--- config.mk ---
export PLATFORM = sky130hd
export DESIGN_NAME = bin2qdi_token_sched
export DESIGN_NICKNAME = d
export VERILOG_FILES = /design/src/rtl/bin2qdi_token_sched.sv
export SDC_FILE = /design/constraint.sdc
export NUM_CORES = 1
export LEC_CHECK = 0
export CAP_MARGIN = 20
export CORE_MARGIN = 3
export CORE_UTILIZATION = 52
export CTS_BUF_LIST = sky130_fd_sc_hd__clkbuf_8
export DETAILED_ROUTE_END_ITERATION = 16
export PLACE_DENSITY = 0.82
export SLEW_MARGIN = 10
export SYNTH_ARGS = -nofsm -noshare
export SYNTH_HDL_FRONTEND = slang
export SYNTH_SLANG_ARGS = --single-unit
--- constraint.sdc ---
create_clock -name CLK -period 2.4 [get_ports CLK]
set_clock_uncertainty 0.05 [all_clocks]
set_input_delay 0.24 -clock CLK [delete_from_list [all_inputs] [get_ports CLK]]
set_output_delay 0.24 -clock CLK [all_outputs]
set_load 0.1 [all_outputs]
--- src/rtl/bin2qdi_token_sched.sv ---
// Round-robin scheduler that shares one e1of1 binary-to-QDI source between N_REQ requesters.
// Define BIN2QDI_SCHED_STATS_EN to add the stat_tokens / stat_timeouts counters.
module bin2qdi_token_sched #(
   parameter int N_REQ       = 4,
   parameter int CNT_W       = 8,
   parameter int SYNC_STAGES = 2,
   parameter int TO_W        = 16,
   parameter int TO_LIMIT    = 1000,
   localparam int ID_W       = (N_REQ > 1) ? $clog2(N_REQ) : 1
) (
   input  logic                   CLK,
   input  logic                   RESETn,
   input  logic [N_REQ-1:0]       rq_valid,
   input  logic [N_REQ*CNT_W-1:0] rq_count,
   output logic [N_REQ-1:0]       rq_ready,
   output logic [N_REQ-1:0]       rq_done,
   output logic                   rq_err,
   output logic                   req,
   output logic                   din,
   input  logic                   R_mon,
   input  logic                   Re,
   output logic                   busy,
   output logic [ID_W-1:0]        grant_id,
   output logic [CNT_W-1:0]       remaining
`ifdef BIN2QDI_SCHED_STATS_EN
   ,
   output logic [N_REQ*32-1:0]    stat_tokens,
   output logic [15:0]            stat_timeouts
`endif
);

   typedef enum logic [2:0] {
      ST_IDLE    = 3'd0,
      ST_ARB     = 3'd1,
      ST_ISSUE   = 3'd2,
      ST_WAIT_RH = 3'd3,
      ST_WAIT_RL = 3'd4,
      ST_DONE    = 3'd5
   } state_t;

   localparam logic [N_REQ-1:0] ONE_LSB  = N_REQ'(1'b1);
   localparam logic [CNT_W-1:0] CNT_ONE  = CNT_W'(1'b1);
   localparam logic [TO_W-1:0]  TO_ONE   = TO_W'(1'b1);
   localparam logic [TO_W-1:0]  TO_LAST  = TO_W'(TO_LIMIT - 1);
   localparam logic [ID_W-1:0]  ID_LAST  = ID_W'(N_REQ - 1);

   logic [SYNC_STAGES-1:0] r_sync_r;
   logic [SYNC_STAGES-1:0] re_sync_r;
   logic                   r_s;
   logic                   re_s;

   state_t            state_r;
   state_t            state_nx_s;
   logic [ID_W-1:0]   ptr_r;
   logic [ID_W-1:0]   ptr_nx_s;
   logic [ID_W-1:0]   grant_r;
   logic [ID_W-1:0]   grant_nx_s;
   logic [CNT_W-1:0]  rem_r;
   logic [CNT_W-1:0]  rem_nx_s;
   logic              req_r;
   logic              req_nx_s;
   logic              din_r;
   logic              din_nx_s;
   logic              busy_r;
   logic [N_REQ-1:0]  ready_r;
   logic [N_REQ-1:0]  ready_nx_s;
   logic [N_REQ-1:0]  done_r;
   logic [N_REQ-1:0]  done_nx_s;
   logic              err_r;
   logic              err_nx_s;
   logic              abort_r;
   logic              abort_nx_s;
   logic [TO_W-1:0]   to_cnt_r;
   logic [TO_W-1:0]   to_cnt_nx_s;
   logic              to_hit_s;
   logic              tok_done_s;
   logic              to_abort_s;

   logic              hi_found_s;
   logic              lo_found_s;
   logic [ID_W-1:0]   hi_idx_s;
   logic [ID_W-1:0]   lo_idx_s;
   logic [ID_W-1:0]   pick_idx_s;
   logic [CNT_W-1:0]  pick_count_s;

   // Two synchronizer chains bringing the asynchronous R and Re into the clock domain
   always_ff @(posedge CLK or negedge RESETn) begin
      if (!RESETn) begin
         r_sync_r  <= '0;
         re_sync_r <= '0;
      end else begin
         r_sync_r  <= {r_sync_r[SYNC_STAGES-2:0], R_mon};
         re_sync_r <= {re_sync_r[SYNC_STAGES-2:0], Re};
      end
   end

   assign r_s  = r_sync_r[SYNC_STAGES-1];
   assign re_s = re_sync_r[SYNC_STAGES-1];

   // Round-robin pick: lowest valid index at or above the pointer, else lowest valid overall
   always_comb begin
      hi_found_s = 1'b0;
      lo_found_s = 1'b0;
      hi_idx_s   = '0;
      lo_idx_s   = '0;
      for (int k = N_REQ - 1; k >= 0; k--) begin
         if (rq_valid[k]) begin
            lo_found_s = 1'b1;
            lo_idx_s   = ID_W'(k);
            if (k >= int'(ptr_r)) begin
               hi_found_s = 1'b1;
               hi_idx_s   = ID_W'(k);
            end else begin
               hi_found_s = hi_found_s;
               hi_idx_s   = hi_idx_s;
            end
         end else begin
            lo_found_s = lo_found_s;
            lo_idx_s   = lo_idx_s;
         end
      end
      pick_idx_s   = hi_found_s ? hi_idx_s : lo_idx_s;
      pick_count_s = rq_count[int'(pick_idx_s) * CNT_W +: CNT_W];
   end

   assign to_hit_s = (to_cnt_r == TO_LAST);

   // Next-state and next-register logic for the scheduler FSM
   always_comb begin
      state_nx_s = state_r;
      ptr_nx_s   = ptr_r;
      grant_nx_s = grant_r;
      rem_nx_s   = rem_r;
      req_nx_s   = req_r;
      din_nx_s   = din_r;
      ready_nx_s = '0;
      done_nx_s  = '0;
      err_nx_s   = 1'b0;
      abort_nx_s = abort_r;
      tok_done_s = 1'b0;
      to_abort_s = 1'b0;
      case (state_r)
         ST_IDLE: begin
            // The grant is registered on the way into ARB so rq_ready is a clean flop output there
            if (lo_found_s) begin
               state_nx_s = ST_ARB;
               ready_nx_s = ONE_LSB << pick_idx_s;
               grant_nx_s = pick_idx_s;
               rem_nx_s   = pick_count_s;
               din_nx_s   = 1'b1;
               abort_nx_s = 1'b0;
            end else begin
               state_nx_s = ST_IDLE;
            end
         end
         ST_ARB: begin
            if (rem_r == '0) begin
               state_nx_s = ST_DONE;
            end else begin
               state_nx_s = ST_ISSUE;
            end
         end
         ST_ISSUE: begin
            if (re_s && !r_s) begin
               req_nx_s   = 1'b1;
               state_nx_s = ST_WAIT_RH;
            end else if (to_hit_s) begin
               req_nx_s   = 1'b0;
               abort_nx_s = 1'b1;
               to_abort_s = 1'b1;
               state_nx_s = ST_DONE;
            end else begin
               state_nx_s = ST_ISSUE;
            end
         end
         ST_WAIT_RH: begin
            if (r_s) begin
               req_nx_s   = 1'b0;
               rem_nx_s   = rem_r - CNT_ONE;
               tok_done_s = 1'b1;
               state_nx_s = ST_WAIT_RL;
            end else if (to_hit_s) begin
               req_nx_s   = 1'b0;
               abort_nx_s = 1'b1;
               to_abort_s = 1'b1;
               state_nx_s = ST_DONE;
            end else begin
               state_nx_s = ST_WAIT_RH;
            end
         end
         ST_WAIT_RL: begin
            if (!r_s) begin
               state_nx_s = (rem_r == '0) ? ST_DONE : ST_ISSUE;
            end else if (to_hit_s) begin
               abort_nx_s = 1'b1;
               to_abort_s = 1'b1;
               state_nx_s = ST_DONE;
            end else begin
               state_nx_s = ST_WAIT_RL;
            end
         end
         ST_DONE: begin
            done_nx_s  = ONE_LSB << grant_r;
            err_nx_s   = abort_r;
            ptr_nx_s   = (grant_r == ID_LAST) ? '0 : grant_r + ID_W'(1'b1);
            din_nx_s   = 1'b0;
            state_nx_s = ST_IDLE;
         end
         default: begin
            req_nx_s   = 1'b0;
            din_nx_s   = 1'b0;
            state_nx_s = ST_IDLE;
         end
      endcase
   end

   // Phase timeout counter: restarts on every state change, runs only while waiting on the source
   always_comb begin
      to_cnt_nx_s = '0;
      if (state_nx_s != state_r) begin
         to_cnt_nx_s = '0;
      end else if ((state_r == ST_ISSUE) || (state_r == ST_WAIT_RH) || (state_r == ST_WAIT_RL)) begin
         to_cnt_nx_s = to_cnt_r + TO_ONE;
      end else begin
         to_cnt_nx_s = '0;
      end
   end

   // FSM state and all output registers
   always_ff @(posedge CLK or negedge RESETn) begin
      if (!RESETn) begin
         state_r  <= ST_IDLE;
         ptr_r    <= '0;
         grant_r  <= '0;
         rem_r    <= '0;
         req_r    <= 1'b0;
         din_r    <= 1'b0;
         busy_r   <= 1'b0;
         ready_r  <= '0;
         done_r   <= '0;
         err_r    <= 1'b0;
         abort_r  <= 1'b0;
         to_cnt_r <= '0;
      end else begin
         state_r  <= state_nx_s;
         ptr_r    <= ptr_nx_s;
         grant_r  <= grant_nx_s;
         rem_r    <= rem_nx_s;
         req_r    <= req_nx_s;
         din_r    <= din_nx_s;
         busy_r   <= (state_nx_s != ST_IDLE);
         ready_r  <= ready_nx_s;
         done_r   <= done_nx_s;
         err_r    <= err_nx_s;
         abort_r  <= abort_nx_s;
         to_cnt_r <= to_cnt_nx_s;
      end
   end

   assign rq_ready  = ready_r;
   assign rq_done   = done_r;
   assign rq_err    = err_r;
   assign req       = req_r;
   assign din       = din_r;
   assign busy      = busy_r;
   assign grant_id  = grant_r;
   assign remaining = rem_r;

`ifdef BIN2QDI_SCHED_STATS_EN
   logic [N_REQ*32-1:0] stat_tok_r;
   logic [15:0]         stat_to_r;

   // Saturating per-requester token counters and a global timeout counter
   always_ff @(posedge CLK or negedge RESETn) begin
      if (!RESETn) begin
         stat_tok_r <= '0;
         stat_to_r  <= '0;
      end else begin
         if (tok_done_s && (stat_tok_r[int'(grant_r)*32 +: 32] != 32'hFFFF_FFFF)) begin
            stat_tok_r[int'(grant_r)*32 +: 32] <= stat_tok_r[int'(grant_r)*32 +: 32] + 32'd1;
         end
         if (to_abort_s && (stat_to_r != 16'hFFFF)) begin
            stat_to_r <= stat_to_r + 16'd1;
         end
      end
   end

   assign stat_tokens   = stat_tok_r;
   assign stat_timeouts = stat_to_r;
`else
   logic stats_unused_s;
   assign stats_unused_s = tok_done_s ^ to_abort_s;
`endif

endmodule
Word level (Yosys, flattened, before mapping)
Index checks and enable logic that the tools add are counted.
Storage, ports and cells
  bits in registers: 48
  bits in latches: 0
  memory bits (writable): 0
  memory bits (read-only): 0
  input bits: 40
  output and inout port bits: 22
  word-level logic and storage cells: 104
  memories kept: 0
Operators by class
  add/sub/neg operators: 3
  multipliers: 0
  divide/modulo/power cells: 0
  magnitude comparators: 3
  eq/ne operators: 13
  shifts and indexed selects: 3
  multiplexer cells: 52
  bitwise logic cells: 1
  reduce and logical (&&, ||, !) cells: 15
Operator list (number)
  $mux W16: 2
  $shiftx A32 B6 Y8: 1
  $mux W2: 12
  $mux W1: 22
  $mux W3: 6
  $add A16 B1 Y16 const B: 1
  $eq A16 B10 Y1 const B: 1
  $mux W8: 2
  $pmux W8 S2: 1
  $pmux W3 S5: 1
  $mux W4: 3
  $ne A2 B2 Y1 const B: 5
  $logic_not A8 Y1: 1
  $reduce_or A4 Y1: 2
  $shl A1 B2 Y4 const A: 2
  $sub A8 B1 Y8 const B: 1
  $eq A3 B2 Y1 const B: 2
  $eq A3 B3 Y1 const B: 2
  $reduce_and A5 Y1: 1
  $ge A1 B2 Y1 const A: 2
  $pmux W1 S4: 1
  $reduce_and A2 Y1: 2
  $reduce_bool A4 Y1: 1
  $eq A3 B1 Y1 const B: 1
  other kinds (14): 15

Longest topological paths before layout
  depth after elaboration: 11
  mapped depth: 8
  depth with buffers taken out: 7

Worst setup path after synthesis
OpenSTA, ideal clock, no wires.
  path type: register to register
  start: register rem_r[0], in the netlist remaining[0]
  end: register to_cnt_r[0]
  setup time: 0.124 ns
  arrival time: 2.470 ns
  data required time: 2.226 ns
  slack: -0.244 ns
  cell stages (with the launch flop): 9
  path through: dfrtp_1 -> inv_1 -> ha_1 -> or4b_4 -> o21a_1 -> o22a_1 -> o211ai_4 -> buf_6 -> nor3_1
On the way
  longest elaborated chain between the ends: 6
RTL lines
  start, declared: RTL line 58  | logic [CNT_W-1:0] rem_r;
  start signal, assigned: RTL line 248  | rem_r <= rem_nx_s;
  $logic_not A8 Y1 *: RTL line 157, 193
  $mux W3 *: RTL line 157, 193
  $mux W3: RTL line 192  | if (!r_s) begin
  $pmux W3 S5 *: RTL line 142  | case (state_r)
  $ne A3 B3 Y1 *: RTL line 220  | if (state_nx_s != state_r) begin
  $mux W16 *: RTL line 220
  via to_cnt_nx_s[0]: RTL line 74  | logic [TO_W-1:0] to_cnt_nx_s;
  end signal, assigned: RTL line 256  | to_cnt_r <= to_cnt_nx_s;
  end, declared: RTL line 73  | logic [TO_W-1:0] to_cnt_r;
The timed path passes the listed nets; every way through them passes the cells marked *.
A chain may end at the register's enable or synchronous reset.

Worst setup path in the final report
  start: register rem_r[0], in the netlist remaining[0]
  end: register to_cnt_r[13]
Same word-level chain as after synthesis.

==> flow_summary.json <==
{
  "wl_um": 7070,
  "syn_nets": 346,
  "rows": 26,
  "regToRegStartpoint": "remaining[0]",
  "ys_types": 61,
  "min_period_ns": 2.32,
  "hpwl_um": 5290,
  "first_global_vias": 2550,
  "dieHeight_um": 79.6,
  "fill_cells": 379,
  "gp_congestion": 0.925,
  "place_worst_setup_slack_ns": 0.0449,
  "relSlewSlack_pct": 60.2,
  "leakage_uw": 0.00158,
  "crit_fanout": 16,
  "placed_area_mm2": 0.00352,
  "synthArstFlopShare_pct": 100,
  "antenna_left": 0,
  "hp-start": "r_sync_r[0]",
  "clk_path_buf_depth": 2,
  "multi_input_area_mm2": 0.00154,
  "grt_antenna_before_repair": 0,
  "ys_seq_area_share_pct": 42.6,
  "drc": 0,
  "crit_path_end_kind": "flop",
  "finalHoldViolCount": 0,
  "ctsRootBufferMaster": "clkbuf_8",
  "max_cap_viol_count": 0,
  "clk_latency_ns": 0.31,
  "n_antenna_cell": 0,
  "final-seq-area_mm2": 0.00121,
  "fin_cells": 443,
  "critPathKind": "flop to flop",
  "grt_max_degree": 28,
  "yosysTopAreaCell": "dfrtp_1",
  "clk_pin_slew_ns": 0.09,
  "synth_edf_count": 0,
  "max_freq_ghz": 0.431,
  "dp.cells": 433,
  "synth_cells": 299,
  "hold_path_class": "flop to flop",
  "synth_top_area_share_pct": 42.6,
  "r2r_cells": 8,
  "dieArea_mm2": 0.00634,
  "core_area_mm2": 0.00517,
  "syn-cell-area_mm2": 0.00282,
  "ioPinCount": 62,
  "vdd_drop_max_v": 0.000750,
  "drt_first_pass_iters": 5,
  "synth.avg_cell_area_um2": 9.42,
  "drv_slew": 0,
  "cp-startpoint": "remaining[0]",
  "final-setup-viol-count": 0,
  "num_vias": 2602,
  "synth_area_leaders": "dfrtp_1 43%, nor3_1 3.7%, o21ai_0 3.6%",
  "ys.flop_type": "dfrtp_1",
  "rrSetupSlack_ns": 0.08,
  "syn2layout_area_growth_pct": 31.6,
  "wl_per_cell_um": 15.9,
  "critical_path.startpoint_type": "flop",
  "powerDensity_mw_per_mm2": 1230,
  "drt_iter0_markers": 251,
  "arrival_ns": 2.49,
  "yosysWarningCount": 0,
  "io_buffers": 61,
  "die_x_um": 79.6,
  "outcome": "complete, no violations",
  "utilization_pct": 71.7,
  "r2r_end": "to_cnt_r[13]",
  "synth_most_common_cell": "dfrtp_1",
  "fin_ws_ns": 0.0820,
  "finalCritPeriodShare_pct": 96.6,
  "final.setup.tns_ns": 0,
  "grt_pass1_wl_um": 11800,
  "grt_overflow_total": 0,
  "start_util_pct": 54.5,
  "htree_levels": 2,
  "ys_ff_latch": 48,
  "design_area_mm2": 0.00371,
  "cts_tree": "built",
  "tightestPinTransition_ns": 0.596,
  "vias_per_cell": 5.87,
  "numCtsBuffers": 5,
  "critPathRequiredTime_ns": 2.57,
  "rsz0062_at_grt": "false",
  "crit_path_end": "to_cnt_r[13]",
  "track_usage_pct": 23.8,
  "cts_num_sinks": 48,
  "fin_nets": 419,
  "drive_above_1_share_pct": 18.8,
  "synth_common_cells": "48 x dfrtp_1, 22 x nor2_1, 21 x nor3_1"
}
-- registers in the layout, summed over array words and instances (netlist names) --
register and cells:
to_cnt_r 16, remaining 8, rq_done 4, rq_ready 4, state_r 3, grant_id 2
ptr_r 2, r_sync_r 2, re_sync_r 2, abort_r 1, busy 1, din 1
req 1, rq_err 1
-- routing by layer --
layer  global-route usage (%)  wire (um)  share of wire, %  up-vias
li1                         -          -                 -     1245
met3                     4.18        385               5.4       15
met2                     39.3       3480                49       85
met5                        0          0                 0        -
met4                     7.56        126               1.8        0
met1                     31.7       3070                43     1257
-- worst max-delay path: stages (launching register included) --
cell      delay (ns)
dfrtp_4         0.51
inv_2           0.09
ha_1            0.15
or4b_4          0.47
or2_4           0.28
o211ai_4        0.20
o211ai_4        0.10
buf_12          0.16
nor3_1          0.20
-- final cells by class --
| cell class | instances | area share (%) |
|---|---|---|
| repair buffers | 76 | 18.6 |
| clock buffers | 5 | 1.86 |
| inverters | 11 | 1.11 |
| multi-input cells | 230 | 41.6 |
| flip-flops and latches | 48 | 32.6 |
| well taps | 70 | 2.36 |
| clock inverters | 3 | 1.86 |
-- worst min path at each step --
stage,endpoint,slack [ns],depth (start not counted)
3_5_place_dp,to_cnt_r[10],0.23,1
2_1_floorplan,abort_r,-0.11,0
4_1_cts,r_sync_r[1],0.31,0
5_1_grt,r_sync_r[1],0.32,0
3_3_place_gp,to_cnt_r[10],0.23,1
6_report,r_sync_r[1],0.31,0
-- power by group --
part / total [uW] / internal (uW) / switching (uW)
Sequential: 1210 / 995 / 215
Clock: 713 / 420 / 293
Combinational: 2640 / 855 / 1790
-- cells in the final DEF (no fill, tap or decap), drive strengths merged, types with 4 or more instances in the layout --
master	count
nand3	18
a21o	5
buf	37
o21ai	21
nor4	7
xnor2	7
nand2	18
a21oi	9
and2	7
clkdlybuf4s50	38
dfrtp	48
or2	4
nand4	4
o22ai	4
nor2b	4
xor2	7
and3	6
nand2b	6
o211ai	6
ha	7
mux2i	8
clkbuf	5
nor3	22
nor2	23
inv	12
-- cells by family after synthesis --
| kind of cell | count (synthesis) | share of synthesized area (%) |
|---|---|---|
| xor gates and xnor gates | 14 | 4.35 |
| adders and majority gates | 7 | 3.11 |
| DFF | 48 | 42.6 |
| muxes | 9 | 3.24 |
| AOI/OAI and AO/OA | 65 | 15.9 |
| and+or+nand+nor | 135 | 27.4 |
| buffers and inverters | 21 | 3.29 |
-- per-stage QoR --
stage	total power, uW	hold WS, ns
6_report	4570	0.309
3_5_place_dp	3760	0.231
2_1_floorplan	3090	-0.106
4_1_cts	4480	0.312
5_1_grt	4820	0.316
3_3_place_gp	3720	0.228
-- what timing repair did --
action                     CTS  global route
hold buffers                 1             0
resized for setup            0             3
buffers inserted             0             1
hold endpoints to repair    25             0
setup endpoints to repair    0            16
(Power assumes the default switching activity.)
==> RTL change 1: new RTL, same flow settings <==
Re-encode `state_t` (6 states) as one-hot, 6 bits wide.
--- a/src/rtl/bin2qdi_token_sched.sv
+++ b/src/rtl/bin2qdi_token_sched.sv
@@ -30,11 +30,11 @@
 );
 
-   typedef enum logic [2:0] {
-      ST_IDLE    = 3'd0,
-      ST_ARB     = 3'd1,
-      ST_ISSUE   = 3'd2,
-      ST_WAIT_RH = 3'd3,
-      ST_WAIT_RL = 3'd4,
-      ST_DONE    = 3'd5
+   typedef enum logic [5:0] {
+      ST_IDLE    = 6'b000001,
+      ST_ARB     = 6'b000010,
+      ST_ISSUE   = 6'b000100,
+      ST_WAIT_RH = 6'b001000,
+      ST_WAIT_RL = 6'b010000,
+      ST_DONE    = 6'b100000
    } state_t;
 
Check against the original RTL: no difference found for any inputs over 10 cycles, from zero or initial values and one cycle with RESETn low; not proved beyond that.
==> RTL change 1 against the original RTL <==
Worst hold slack better by 0.0017 ns; setup slack better by 0.059 ns; synthesized cell count is 4.3% lower; design area is 1.1% lower; first-iteration DRC count is 60% lower; area after synthesis is 2.4% higher; total power is 18% lower; sequential cell count is 3 higher; wire length is 7.1% lower.
==> RTL change 1: results (changes against the original RTL) <==
Logic synthesis
  • Xor/xnor share of the synthesized area: 0.0486 (+0.00507)
  • Post-synth cell types: 60 (-1.6%)
  • Post-synth ARST share: 1.00 (unchanged)
  • Synth area leaders: dfrtp_1, mux2i_1, o21ai_0
  • Post-Syn Nets: 333 (-3.8%)
  • Post-synth top cells: dfrtp_1, nor2_1, o21ai_0
  • Synth Area in Adders: 0.0304 (-0.000715)
  • Seq/Total Area, Yosys: 0.443 (+0.0167)
  • Mux share of post-synthesis cell area: 0.0790 (+0.0465)
  • Compound-Gate Fraction of Synth Area: 0.129 (-0.0301)

Final layout
  • FILL cells: 437 (+15%)
  • Signal buf overhead: 0.185 (-0.00131)
  • Non-CTS inverters: 12 (+1)
  • Final Net Count: 404 (-3.6%)
  • Sequential cell count: 51 (+6.3%)
  • Multi-input combinational area share: 0.407 (-0.00829)
  • Clock-cell share: 0.0232 (-0.0139)
  • Reg area: 1280 sq um (+5.6%)
  • ANT cells: 0 (unchanged)
  • Comb_multi_in: 211 (-8.3%)
  • Layout cell share with drive strength beyond 1: 0.218 (+0.0302)

Power and ir drop
  • Pleak: 1.59 nW (+0.97%)

Worst setup path
  • CP max stage delay: 0.57 ns (+0.06 ns)
  • CP max stage cell: or4_4
  • Worst r2r dst: to_cnt_r[2]
  • Worst Reg-to-Reg Cells: 6 (-2)
  • CP Launch Point: to_cnt_r[12]
  • Worst endpoint data arrival time: 2.39 ns (-0.10 ns)

Global route
  • M1 GR Usage: 0.302 (-0.0155)
  • M3 GR Usage: 0.0460 (+0.00420)
  • Global-route wire length before repair: 11,600 um (-2.3%)
  • Met2 Track Usage GR: 0.382 (-0.0115)
  • Pin count of the biggest net entering global routing: 22 (-21%)
  • Tot GR Track Use: 0.231 (-0.00694)
  • Total gr overflow: 0 (unchanged)

Timing
  • Fin worst setup slack: 0.141 ns (+0.0593 ns)
  • Worst Max-Slew Pin Slew: 0.795 ns (+0.198 ns)

Place
  • GPL Wtd Cong: 0.838 (-9.4%)
  • Pre-CTS setup slack: 0.0822 ns (+0.0373 ns)
  • Post-DP HPWL: 5070 um (-4.1%)

Clock tree
  • CTS Buffer Depth: 2 (unchanged)

Routing
  • Via density: 5.59 (-4.8%)
  • Per-cell routed wire length: 15.3 um (-3.8%)
  • Drt pass-1 iters: 4 (-1)

Run status
  • Status: completed
RTL change 1: per-stage QoR:
step,cells,hold WS [ns],instance area (sq um)
detailed placement,419,0.149,3570
floorplan,286,-0.106,2880
global route,428,0.325,3670
finish,428,0.310,3670
CTS,428,0.308,3670
global placement,419,0.142,3570
RTL change 1: power breakdown:
part / leakage (nW) / switching [mW] / internal (mW)
Combinational: 0.877 / 1.41 / 0.647
Sequential: 0.672 / 0.183 / 1.02
Clock: 0.0453 / 0.277 / 0.200
Total: 1.59 / 1.87 / 1.87
RTL change 1: metal layers:
| layer | part of all wire | wire length [um] |
|---|---|---|
| met1 | 0.44 | 2870 |
| met2 | 0.49 | 3240 |
| met3 | 0.047 | 309 |
| met4 | 0.023 | 148 |
| met5 | 0 | 0 |
RTL change 1: worst reg2reg max path, cell delays in order, from the launching register on:
cell	delay (ns)
dfrtp_1	0.46
or4_4	0.57
nor4_4	0.39
or3b_1	0.21
a22oi_2	0.10
nand3_4	0.25
nor2_1	0.11
==> RTL change 2: new RTL, same flow settings <==
Made on the original files. Change the parameter `CNT_W` from 8 to 10.
--- a/src/rtl/bin2qdi_token_sched.sv
+++ b/src/rtl/bin2qdi_token_sched.sv
@@ -3,5 +3,5 @@
 module bin2qdi_token_sched #(
    parameter int N_REQ       = 4,
-   parameter int CNT_W       = 8,
+   parameter int CNT_W       = 10,
    parameter int SYNC_STAGES = 2,
    parameter int TO_W        = 16,
Ports: changed (resized remaining and rq_count); port bits go from 62 to 72. No check against the original RTL was run, so the function may have changed too.
==> RTL change 2 against the original RTL <==
Total power rose by 2.4%; wire length rose by 5.7%; critical path depth fell by 2; first-iteration DRC count fell by 22%; design area rose by 6.5%; utilization fell by 0.40 points; worst hold slack improved by 0.0015 ns; setup slack improved by 0.18 ns; sequential share of layout area fell by 0.85 points; area after synthesis rose by 6.3%; sequential cell count rose by 2; highest routed layer unchanged.
==> RTL change 2: results (changes against the original RTL) <==
Hold path
  • Min-Delay Endpoint: re_sync_r[1]

Run status
  • Status: completed

Routing
  • 1st-iter DRT viols: 197 (-22%)
  • Metal2 WL: 3740 um (+7.4%)
  • Met1 wire length: 3200 um (+4.4%)
  • Via density: 5.81 (-1.0%)

Global route
  • M1 GR Usage: 0.313 (-0.00467)
  • M3 GR Usage: 0.0439 (+0.00210)
  • Tot GR Track Use: 0.229 (-0.00926)
  • Pin count of the biggest net entering global routing: 29 (+3.6%)
  • Global-route wire length before repair: 12,100 um (+2.6%)
  • Number of global-route vias before repair: 2,629 (+3.1%)

Logic synthesis
  • Compound-Gate Fraction of Synth Area: 0.143 (-0.0161)
  • Post-synth cell types: 51 (-16%)
  • Post-synth top cells: dfrtp_1, nand2_1, o21ai_0
  • Synth Area in Adders: 0.0292 (-0.00184)
  • Post-Syn Instances: 312 (+4.3%)
  • Synth area leaders: dfrtp_1, mux2i_1, nor3_2
  • Post-Syn Nets: 367 (+6.1%)
  • Yosys reg bits: 50 (+4.2%)

Place
  • Post-DP HPWL: 5770 um (+9.1%)
  • GPL Wtd Cong: 0.913 (-1.3%)
  • Inst Count DP: 460 (+6.2%)
  • Port bufs: 71 (+16%)

Power and ir drop
  • Reg power frac: 0.273 (+0.008)
  • Clk pwr share: 0.108 (-0.048)
  • Sequential Power: 1.28 mW (+6%)
  • Sw frac: 0.535 (+0.0323)

Final layout
  • Final Net Count: 451 (+7.6%)
  • Non-CTS inverters: 10 (-1)
  • FILL cells: 451 (+19%)
  • Seq area share: 0.318 (-0.00854)
  • Finished Layout Cells: 469 (+5.9%)
  • Non-clock buffers: 94 (+24%)
  • Clock-cell share: 0.0234 (-0.0137)

Worst setup path
  • Worst Reg-to-Reg Cells: 6 (-2)
  • CP Launch Point: to_cnt_r[12]
  • R2R Setup Slk: 0.26 ns (+0.18 ns)

Timing
  • Worst Max-Slew Pin Slew: 0.807 ns (+0.211 ns)
[RTL change 2: changes by cell type after synthesis, sizes merged, moves of 4 or more]
cell / before / now
nor3: 22 / 26
buf: 4 / 8
a22oi: 1 / 5
nor2: 23 / 17
nor4: 7 / 12
mux2i: 8 / 15
and2: 7 / 2
nand3: 18 / 13
nand2: 18 / 24
[RTL change 2: critical path: stages, from the launching register on]
cell      delay (ns)
dfrtp_1         0.43
or4_1           0.59
nor4_4          0.32
o221ai_1        0.22
inv_1           0.09
buf_4           0.24
nor3_1          0.08
[RTL change 2: per-stage QoR]
step / cell area (sq um) / setup slack [ns] / hold WS [ns] / setup TNS (ns)
after floorplan: 3000 / 0.0136 / -0.106 / 0
after CTS: 3950 / 0.236 / 0.302 / 0
after detailed placement: 3850 / -0.0452 / 0.212 / -0.527
final: 3950 / 0.257 / 0.310 / 0
after global routing: 3950 / 0.0537 / 0.296 / 0
after global placement: 3850 / -0.0160 / 0.196 / -0.121
